[src/rtl/freq_pkg.sv]
// -----------------------------------------------------------------------------
// freq_pkg
// Shared definitions for the multi-channel gated frequency counter.
//   freq_state_t : control FSM encodings (IDLE, ARM, COUNT, LATCH)
//   clog2        : ceiling log2 usable in constant expressions
//   gate_cycles  : gate window length in clock cycles (CLK_HZ / GATE_DIV)
//   out_width    : per-channel result width, widened by the Hz scaling shift
//   phase_width  : width of the in-window phase counter
// -----------------------------------------------------------------------------
package freq_pkg;

  typedef enum logic [1:0] {
    ST_IDLE  = 2'd0,
    ST_ARM   = 2'd1,
    ST_COUNT = 2'd2,
    ST_LATCH = 2'd3
  } freq_state_t;

  // Smallest w with 2**w >= value. The width guard stops the loop once the
  // 32-bit span would wrap, so huge arguments cannot spin forever.
  function automatic int unsigned clog2(input int unsigned value);
    int unsigned width;
    int unsigned span;
    width = 0;
    span  = 1;
    while ((width < 32) && (span < value)) begin
      span  = span << 1;
      width = width + 1;
    end
    return width;
  endfunction

  function automatic int unsigned gate_cycles(input int unsigned clk_hz,
                                              input int unsigned gate_div);
    return clk_hz / gate_div;
  endfunction

  // A window of CLK_HZ/GATE_DIV cycles sees 1/GATE_DIV of a second, so Hz is
  // count * GATE_DIV; GATE_DIV is a power of two, making that a plain shift.
  function automatic int unsigned out_width(input int unsigned cnt_w,
                                            input int unsigned gate_div,
                                            input int unsigned scale_out);
    return cnt_w + ((scale_out != 0) ? clog2(gate_div) : 0);
  endfunction

  function automatic int unsigned phase_width(input int unsigned gate_cyc);
    return (gate_cyc < 2) ? 1 : clog2(gate_cyc);
  endfunction

endpackage

[src/rtl/freq_chan.sv]
// -----------------------------------------------------------------------------
// freq_chan
// One measurement channel: input synchroniser, rising-edge detector and a
// saturating edge counter with a sticky saturation bit.
// Ports:
//   clock      in   system clock
//   reset      in   synchronous, active-high
//   sig_in     in   asynchronous signal to measure
//   clr        in   clear counter and sat bit (window arm / abort)
//   load_next  in   start the next window: counter <= edge seen this cycle
//   count_en   in   window open, count edges
//   count      out  current edge count
//   sat        out  counter hit all-ones and another edge arrived
// Pin-to-count latency is SYNC_STAGES+1 cycles.
// -----------------------------------------------------------------------------
module freq_chan
  import freq_pkg::*;
#(
  parameter int unsigned CNT_W       = 24,
  parameter int unsigned SYNC_STAGES = 2
) (
  input  logic             clock,
  input  logic             reset,
  input  logic             sig_in,
  input  logic             clr,
  input  logic             load_next,
  input  logic             count_en,
  output logic [CNT_W-1:0] count,
  output logic             sat
);

  logic [SYNC_STAGES-1:0] sync_reg;
  logic                   prev_reg;
  logic [CNT_W-1:0]       count_reg;
  logic [CNT_W-1:0]       count_next;
  logic                   sat_reg;
  logic                   sat_next;
  logic                   rise;

  // Synchroniser plus one history flop for the edge detector.
  always_ff @(posedge clock) begin
    if (reset) begin
      sync_reg <= '0;
      prev_reg <= 1'b0;
    end else begin
      sync_reg <= {sync_reg[SYNC_STAGES-2:0], sig_in};
      prev_reg <= sync_reg[SYNC_STAGES-1];
    end
  end

  assign rise = sync_reg[SYNC_STAGES-1] & ~prev_reg;

  // clr has priority over load_next so an abort on the boundary cycle wins.
  always_comb begin
    count_next = count_reg;
    sat_next   = sat_reg;
    if (clr) begin
      count_next = '0;
      sat_next   = 1'b0;
    end else if (load_next) begin
      // Back-to-back windows: the edge seen on the latch cycle opens the
      // next window instead of being lost.
      count_next    = '0;
      count_next[0] = rise;
      sat_next      = 1'b0;
    end else if (count_en && rise) begin
      if (&count_reg) begin
        sat_next = 1'b1;
      end else begin
        count_next = count_reg + 1'b1;
      end
    end
  end

  always_ff @(posedge clock) begin
    if (reset) begin
      count_reg <= '0;
      sat_reg   <= 1'b0;
    end else begin
      count_reg <= count_next;
      sat_reg   <= sat_next;
    end
  end

  assign count = count_reg;
  assign sat   = sat_reg;

endmodule

[src/rtl/freq_counter_mc.sv]
// -----------------------------------------------------------------------------
// freq_counter_mc
// Multi-channel gated frequency counter. Counts rising edges on NUM_CH
// asynchronous inputs over a common window of CLK_HZ/GATE_DIV cycles and
// latches all channel results together, with saturation flags and optional
// scaling to Hz. Single-shot (start/done) or continuous back-to-back windows.
// Ports:
//   clock     in   system clock
//   reset     in   synchronous, active-high
//   enable    in   block enable; low aborts the window, results are held
//   mode      in   0 single-shot, 1 continuous; captured when leaving IDLE
//   start     in   one-cycle request; honoured only in IDLE with enable high
//   sig_in    in   NUM_CH asynchronous signals
//   busy      out  high while in ARM/COUNT/LATCH
//   done      out  one-cycle pulse alongside each freq_out/ovf update
//   freq_out  out  channel k at [k*OUT_W +: OUT_W]
//   ovf       out  channel k saturated during the last latched window
// Timeline per window: ARM (1) -> COUNT (GATE_CYC) -> LATCH (1). Outputs are
// registered, so done/freq_out appear on the cycle after LATCH.
// -----------------------------------------------------------------------------
module freq_counter_mc
  import freq_pkg::*;
#(
  parameter int unsigned CLK_HZ      = 100_000_000,
  parameter int unsigned GATE_DIV    = 16,
  parameter int unsigned NUM_CH      = 4,
  parameter int unsigned CNT_W       = 24,
  parameter int unsigned SYNC_STAGES = 2,
  parameter int unsigned SCALE_OUT   = 1
) (
  input  logic                                                   clock,
  input  logic                                                   reset,
  input  logic                                                   enable,
  input  logic                                                   mode,
  input  logic                                                   start,
  input  logic [NUM_CH-1:0]                                      sig_in,
  output logic                                                   busy,
  output logic                                                   done,
  output logic [NUM_CH*out_width(CNT_W, GATE_DIV, SCALE_OUT)-1:0] freq_out,
  output logic [NUM_CH-1:0]                                      ovf
);

  localparam int unsigned GATE_CYC = gate_cycles(CLK_HZ, GATE_DIV);
  localparam int unsigned SHIFT    = (SCALE_OUT != 0) ? clog2(GATE_DIV) : 0;
  localparam int unsigned OUT_W    = out_width(CNT_W, GATE_DIV, SCALE_OUT);
  localparam int unsigned PH_W     = phase_width(GATE_CYC);
  localparam logic [PH_W-1:0] PH_LAST = PH_W'(GATE_CYC - 1);

  freq_state_t             state_reg;
  freq_state_t             state_next;
  logic                    mode_reg;
  logic                    mode_next;
  logic [PH_W-1:0]         phase_reg;
  logic [PH_W-1:0]         phase_next;
  logic                    busy_reg;
  logic                    done_reg;
  logic [NUM_CH*OUT_W-1:0] freq_reg;
  logic [NUM_CH-1:0]       ovf_reg;

  logic                    chan_clr;
  logic                    chan_load;
  logic                    chan_cnt_en;
  logic                    latch_en;

  logic [CNT_W-1:0]        chan_count [NUM_CH];
  logic [NUM_CH-1:0]       chan_sat;
  logic [NUM_CH*OUT_W-1:0] scaled;

  // ---------------------------------------------------------------------------
  // Channels
  // ---------------------------------------------------------------------------
  generate
    for (genvar gi = 0; gi < NUM_CH; gi++) begin : g_chan
      freq_chan #(
        .CNT_W       (CNT_W),
        .SYNC_STAGES (SYNC_STAGES)
      ) u_chan (
        .clock     (clock),
        .reset     (reset),
        .sig_in    (sig_in[gi]),
        .clr       (chan_clr),
        .load_next (chan_load),
        .count_en  (chan_cnt_en),
        .count     (chan_count[gi]),
        .sat       (chan_sat[gi])
      );

      // Zero-filled left shift into the wider output field: nothing is
      // truncated, and a saturated count becomes all-ones << SHIFT.
      assign scaled[gi*OUT_W +: OUT_W] = OUT_W'(chan_count[gi]) << SHIFT;
    end
  endgenerate

  // ---------------------------------------------------------------------------
  // Control FSM: next state and channel controls
  // ---------------------------------------------------------------------------
  always_comb begin
    state_next  = state_reg;
    mode_next   = mode_reg;
    phase_next  = phase_reg;
    chan_clr    = 1'b0;
    chan_load   = 1'b0;
    chan_cnt_en = 1'b0;
    latch_en    = 1'b0;

    if (!enable) begin
      // Abort from any state, including LATCH: that update is dropped.
      state_next = ST_IDLE;
      phase_next = '0;
      chan_clr   = 1'b1;
    end else begin
      case (state_reg)
        ST_IDLE: begin
          if (start) begin
            state_next = ST_ARM;
            mode_next  = mode;
          end
        end

        ST_ARM: begin
          chan_clr   = 1'b1;
          phase_next = '0;
          state_next = ST_COUNT;
        end

        ST_COUNT: begin
          chan_cnt_en = 1'b1;
          if (phase_reg == PH_LAST) begin
            state_next = ST_LATCH;
          end else begin
            phase_next = phase_reg + PH_W'(1);
          end
        end

        ST_LATCH: begin
          latch_en = 1'b1;
          if (mode_reg) begin
            chan_load  = 1'b1;
            phase_next = '0;
            state_next = ST_COUNT;
          end else begin
            state_next = ST_IDLE;
          end
        end

        default: begin
          state_next = ST_IDLE;
        end
      endcase
    end
  end

  // ---------------------------------------------------------------------------
  // State and output registers
  // ---------------------------------------------------------------------------
  always_ff @(posedge clock) begin
    if (reset) begin
      state_reg <= ST_IDLE;
      mode_reg  <= 1'b0;
      phase_reg <= '0;
      busy_reg  <= 1'b0;
      done_reg  <= 1'b0;
      freq_reg  <= '0;
      ovf_reg   <= '0;
    end else begin
      state_reg <= state_next;
      mode_reg  <= mode_next;
      phase_reg <= phase_next;
      // busy is registered from the next state so it lines up with the state.
      busy_reg  <= (state_next != ST_IDLE);
      done_reg  <= latch_en;
      if (latch_en) begin
        freq_reg <= scaled;
        ovf_reg  <= chan_sat;
      end
    end
  end

  assign busy     = busy_reg;
  assign done     = done_reg;
  assign freq_out = freq_reg;
  assign ovf      = ovf_reg;

endmodule

[config.mk]
export PLATFORM = sky130hd
export DESIGN_NAME = freq_counter_mc
export DESIGN_NICKNAME = d
export VERILOG_FILES = /design/src/rtl/freq_pkg.sv /design/src/rtl/freq_chan.sv /design/src/rtl/freq_counter_mc.sv
export SDC_FILE = /design/constraint.sdc
export NUM_CORES = 1
export LEC_CHECK = 0
export CAP_MARGIN = 40
export CELL_PAD_IN_SITES_DETAIL_PLACEMENT = 1
export CELL_PAD_IN_SITES_GLOBAL_PLACEMENT = 1
export CORE_MARGIN = 2
export CORE_UTILIZATION = 41
export DETAILED_ROUTE_END_ITERATION = 7
export GPL_ROUTABILITY_DRIVEN = 0
export PLACE_DENSITY_LB_ADDON = 0.1
export SYNTH_ARGS = -nofsm -noshare
export SYNTH_HDL_FRONTEND = slang
export SYNTH_SLANG_ARGS = --single-unit
[constraint.sdc]
create_clock -name clock -period 2.6 [get_ports clock]
set_input_delay 0.39 -clock clock [delete_from_list [all_inputs] [get_ports clock]]
set_output_delay 0.39 -clock clock [all_outputs]
set_load 0.05 [all_outputs]
### Word-level counts from Yosys, hierarchy flattened

Cells that the tools add are included.

* register bits: 240
* bits in latches: 0
* RAM bits: 0
* ROM bits: 0
* input bits: 9
* output and inout bits: 118
* logic and storage cells: 116
* memories kept: 0

* add/sub/neg operators: 5
* multiply operators: 0
* divide/modulo/power cells: 0
* order comparisons: 0
* eq/ne operators: 10
* shift-type cells: 0
* multiplexer cells: 29
* bitwise logic cells: 13
* reductions and logical operators: 32

Operators with widths (count)
* 25-bit AND reduction: 4
* 24-bit by 1-bit adder with 24-bit output (second input constant): 4
* 24-bit AND reduction: 4
* 23-bit case mux with 3 select lines: 1
* 23-bit two-way mux: 2
* 23-bit by 1-bit adder with 23-bit output (second input constant): 1
* 23-bit equality test (second input constant): 1
* 1-bit two-way mux: 21
* 2-bit AND reduction: 8
* 2-bit inequality test (second input constant): 6
* 2-bit nonzero test: 5
* 1-bit NOT: 9
* 2-bit two-way mux: 4
* 2-bit case mux with 4 select lines: 1
* 3-bit AND reduction: 2
* 1-bit bitwise AND: 4
* 2-bit equality test (second input constant): 2
* 1-bit logical AND: 4
* 2-bit OR reduction: 2
* 3-bit nonzero test: 1
* 3-bit OR reduction: 1
* 2-bit by 1-bit equality test with 1-bit output (second input constant): 1
* 2-bit zero test: 1

### Longest topological paths before layout

* depth in word-level cells: 6
* depth in mapped cells: 8
* gate-level depth less buffers: 6

### By module

A second synthesis with hierarchy kept.

* cell total of the unflattened synthesis: 1259
* area total of the unflattened synthesis: 10263.6 um2

By module, submodules not included
* freq_chan: times used 4, cells an instance 158, area an instance 1323.8 um2, seq. area each 560.5 um2
* freq_counter_mc: times used 1, cells an instance 627, area an instance 4968.5 um2, seq. area each 2562.5 um2

### Worst setup path before layout

Ideal clock, no wire load.

* path kind: register -> register
* start point: register g_chan[1].u_chan.count_reg[0]
* end point: register g_chan[1].u_chan.count_reg[0]
* library setup time: 0.126 ns
* data arrival time: 1.882 ns
* data required time: 2.474 ns
* slack: 0.592 ns
* stages on the path, launching flop included: 9
* path buffers: 2
* period minus slack after synthesis: 2.008 ns
* cells stage by stage: dfxtp_1 ha_1 nand3_1 or4_1 buf_2 o21ai_2 buf_4 xor2_1 o21ai_1

* cells in the longest elaborated chain, start to end: 4
* elaborated cells on any way between the ends: 7
* classes of those cells: add/sub: 1; eq/ne: 1; mux: 3; reduce/logical: 2

Ends and longest elaborated chain
* from (decl): RTL line freq_chan.sv:34 `logic [CNT_W-1:0] count_reg;`
* from (signal assigned): RTL line freq_chan.sv:80 `count_reg <= count_next;`
* 24-bit by 1-bit adder with 24-bit output: RTL line freq_chan.sv:70 `count_next = count_reg + 1'b1;`
* 1-bit two-way mux: RTL line freq_chan.sv:67 `if (&count_reg) begin`
* 1-bit two-way mux: RTL line freq_chan.sv:66 `end else if (count_en && rise) begin`
* 1-bit two-way mux: RTL line freq_chan.sv:60 `end else if (load_next) begin`

Several ways; a longest one is shown, not always the timed one. The select of a mux whose other input is x is not followed.
A chain may end at the register's enable or synchronous reset.

### Worst setup path after layout

* start point: register g_chan[1].u_chan.count_reg[1]
* end point: register g_chan[1].u_chan.count_reg[11]

* cells in the longest elaborated chain, start to end: 3
* elaborated cells on any way between the ends: 4
* classes of those cells: add/sub: 1; bitwise: 1; reduce/logical: 2

Ends and longest elaborated chain
* branches (longest 3 deep; another with 24-bit by 1-bit adder with 24-bit output)

Several ways; the timed one is not identified.

==> results.json <==
{
  "status": "finished clean",
  "vias": 9448,
  "synth_most_common_cell": "nand2_1",
  "comb_power_share": 0.027,
  "synth_seq_cells": 240,
  "r2r-start": "g_chan[1].u_chan.count[1]$_SDFFE_PP0P_",
  "synth_compound_area_frac": 0.165,
  "route.detailed.drc": 0,
  "clkLatencyLatePin_ns": 0.54,
  "arrival_ns": 2.71,
  "worstSetupStartpointType": "flop",
  "critPathKind": "flop to flop",
  "grt_start_max_net_pins": 62,
  "synth_area_leader_cell": "dfxtp_1",
  "synth_flop_cell": "dfxtp_1",
  "drtPass1Iterations": 4,
  "slew_violations": 0,
  "cts_resized": 0,
  "hold_start": "reset",
  "holdPathStages": 2,
  "io_buffers": 110,
  "placed_area_sq_um": 11900,
  "first_iter_violations": 498,
  "synth_top_family_by_area": "simple AND/OR/NAND/NOR gates",
  "setup_tns_ns": 0,
  "timing.rr.end": "g_chan[1].u_chan.count[11]$_SDFFE_PP0P_",
  "rsz0062_at_grt": "no",
  "p_leak_uw": 0.00424,
  "cp.required_ns": 3.06,
  "htree_num_levels": 1,
  "grtUsageTotal": 0.214,
  "wl_mm": 28.3,
  "clk_pin_slew_ns": 0.06,
  "synthCells": 1268,
  "synth-simple-area-share": 0.285,
  "numClockSinks": 240,
  "min_period_ns": 2.25,
  "ir_drop_mv": 0.462,
  "wire_per_inst_um": 16.3,
  "hold_viol": 0,
  "end_kind": "flop",
  "synth_edf_count": 0,
  "synthesis.area_sq_um": 10300,
  "synthDistinctLibCells": 64,
  "area_delta_synth_final_pct": 24.6,
  "cts_buffers": 27,
  "post-route-util": 0.515,
  "setup_violations": 0,
  "swShare": 0.212,
  "synth_area_leaders": "dfxtp_1, nand2_1, a21oi_1",
  "post-cts-setup-buffers": 0,
  "synth_top_area_share": 0.465,
  "critPathSlowestCell": "or4_1",
  "dieWidth_um": 163,
  "antenna_found_initial": 0,
  "yosysWarnings": 0,
  "first_global_vias": 9465,
  "worstHoldEndpoint": "mode_reg$_SDFFE_PP0P_",
  "final_layout_size_suffix_gt1_frac": 0.0866,
  "r2r_setup_slack_ns": 0.35,
  "cts_tree": "yes",
  "ys_seq_area_frac": 0.465,
  "post_synth.cell_area_avg_sq_um": 8.14,
  "final_cell_area_sq_um": 12900,
  "io_pins": 127,
  "hold_buffers": 0,
  "critPathMaxFanout": 13,
  "fin_ws_ns": 0.349,
  "hold_ws_ns": 0.245,
  "pwr-share-seq": 0.464,
  "fin_crit_sh": 0.866,
  "grt_pass1_wl_mm": 47.6,
  "fp-row-count": 58,
  "crit_chain": "ha_1 -> nand3_1 -> or4_1 -> o21ai_2 -> o21ai_0 -> a21oi_1",
  "clkPwrFrac": 0.509,
  "skew_ns": 0.0128,
  "fmax_mhz": 444,
  "cts_root_buf": "clkbuf_16",
  "vias_per_cell": 5.44,
  "core_sq_um": 25000,
  "hp-class": "input port to flop",
  "synthArstFlopShare": 0,
  "synthMuxAreaShare": 0.00497,
  "yosys.area_share.adder": 0.00606,
  "cpPeakStageDelay_ns": 0.62,
  "layout.nets": 1403,
  "start_util": 0.414,
  "slew_headroom": 0.553,
  "die-area_sq_um": 26500,
  "diodes": 0,
  "place_hpwl_mm": 19.7,
  "synthTopCellsByCount": "nand2_1, dfxtp_1, a21oi_1",
  "grt.overflow.total": 0,
  "maxCapViolCount": 0,
  "synth-xor-area-share": 0.0331,
  "power_density_nw_per_um2": 620,
  "r2r_cells": 6,
  "p_int_uw": 6280,
  "p_sw_uw": 1690,
  "ant_nets": 0,
  "pre_cts_slack_ns": 0.0396,
  "fp.dieH_um": 163,
  "tightest_slew_ns": 0.664,
  "cts_buffer_depth": 3
}
worst max-delay path: cells and delay by family (launching register included):
kind | cells | cell delay (ns)
simple gates | 2 | 0.73
compound gates | 3 | 0.84
fa+ha+maj | 1 | 0.20
flops | 1 | 0.41
cell usage in the layout (no fill, tap or decap), types with 16 or more instances in the layout:
| cell type | Yosys | layout |
|---|---|---|
| o21ai_0 | 50 | 49 |
| xnor2_1 | 26 | 26 |
| or3_1 | 29 | 29 |
| clkdlybuf4s50_1 | 0 | 109 |
| conb_1 | 1 | 16 |
| dfxtp_1 | 240 | 240 |
| a21oi_1 | 154 | 154 |
| buf_4 | 17 | 47 |
| nor2_1 | 82 | 82 |
| clkbuf_16 | 0 | 27 |
| nor2b_1 | 21 | 21 |
| nand3_1 | 46 | 45 |
| nand2_1 | 284 | 284 |
| and3_1 | 20 | 19 |
| nand4_1 | 34 | 34 |
| nor4_1 | 17 | 17 |
per-stage QoR:
step / std cells / total power (uW)
6_report: 1738 / 7970
3_5_place_dp: 1690 / 3990
5_1_grt: 1738 / 8250
2_1_floorplan: 1283 / 3940
4_1_cts: 1738 / 8080
3_3_place_gp: 1690 / 3990
final cells by class:
type / instances / area, sq um
Fill cell: 3003 / 12100
Multi-Input combinational cell: 954 / 5180
Timing Repair Buffer: 158 / 1480
Clock buffer: 38 / 767
Clock inverter: 10 / 179
Sequential cell: 240 / 4800
Inverter: 8 / 30.0
Tap cell: 330 / 413
power groups by stage:
stage | clock network (uW) | registers [uW] | logic (uW)
2_1_floorplan | 0 | 3770 | 163
3_3_place_gp | 0 | 3780 | 211
3_5_place_dp | 0 | 3780 | 215
4_1_cts | 4170 | 3700 | 215
5_1_grt | 4330 | 3700 | 231
6_report | 4060 | 3700 | 213
layer usage:
| layer | up-vias | GRT usage | wire, um |
|---|---|---|---|
| li1 | 4680 | - | - |
| met1 | 4576 | 0.298 | 13900 |
| met2 | 152 | 0.354 | 12900 |
| met3 | 40 | 0.0290 | 972 |
| met4 | 0 | 0.0511 | 490 |
| met5 | - | 0 | 0 |
cells by family after synthesis:
group	Yosys count
AND/OR/NAND/NOR	604
XOR/XNOR	39
AO/OA/AOI/OAI	285
other	1
multiplexers	5
flip-flops	240
buffers and inverters	89
adder cells (fa/ha/maj)	5
worst max path at each step:
| stage | from | end | slack [ns] | cells after the start |
|---|---|---|---|---|
| global route | g_chan[1].u_chan.count[1]$_SDFFE_PP0P_ | g_chan[1].u_chan.count[7]$_SDFFE_PP0P_ | 0.14 | 6 |
| CTS | g_chan[3].u_chan.count[7]$_SDFFE_PP0P_ | g_chan[3].u_chan.count[0]$_SDFFE_PP0P_ | 0.36 | 5 |
| global placement | enable | g_chan[3].u_chan.count[19]$_SDFFE_PP0P_ | 0.06 | 6 |
| floorplan | g_chan[1].u_chan.count[0]$_SDFFE_PP0P_ | g_chan[1].u_chan.count[0]$_SDFFE_PP0P_ | 0.59 | 8 |
| detailed placement | enable | g_chan[3].u_chan.count[19]$_SDFFE_PP0P_ | 0.04 | 6 |
| finish | g_chan[1].u_chan.count[1]$_SDFFE_PP0P_ | g_chan[1].u_chan.count[11]$_SDFFE_PP0P_ | 0.35 | 6 |
(Power assumes the default switching activity.)
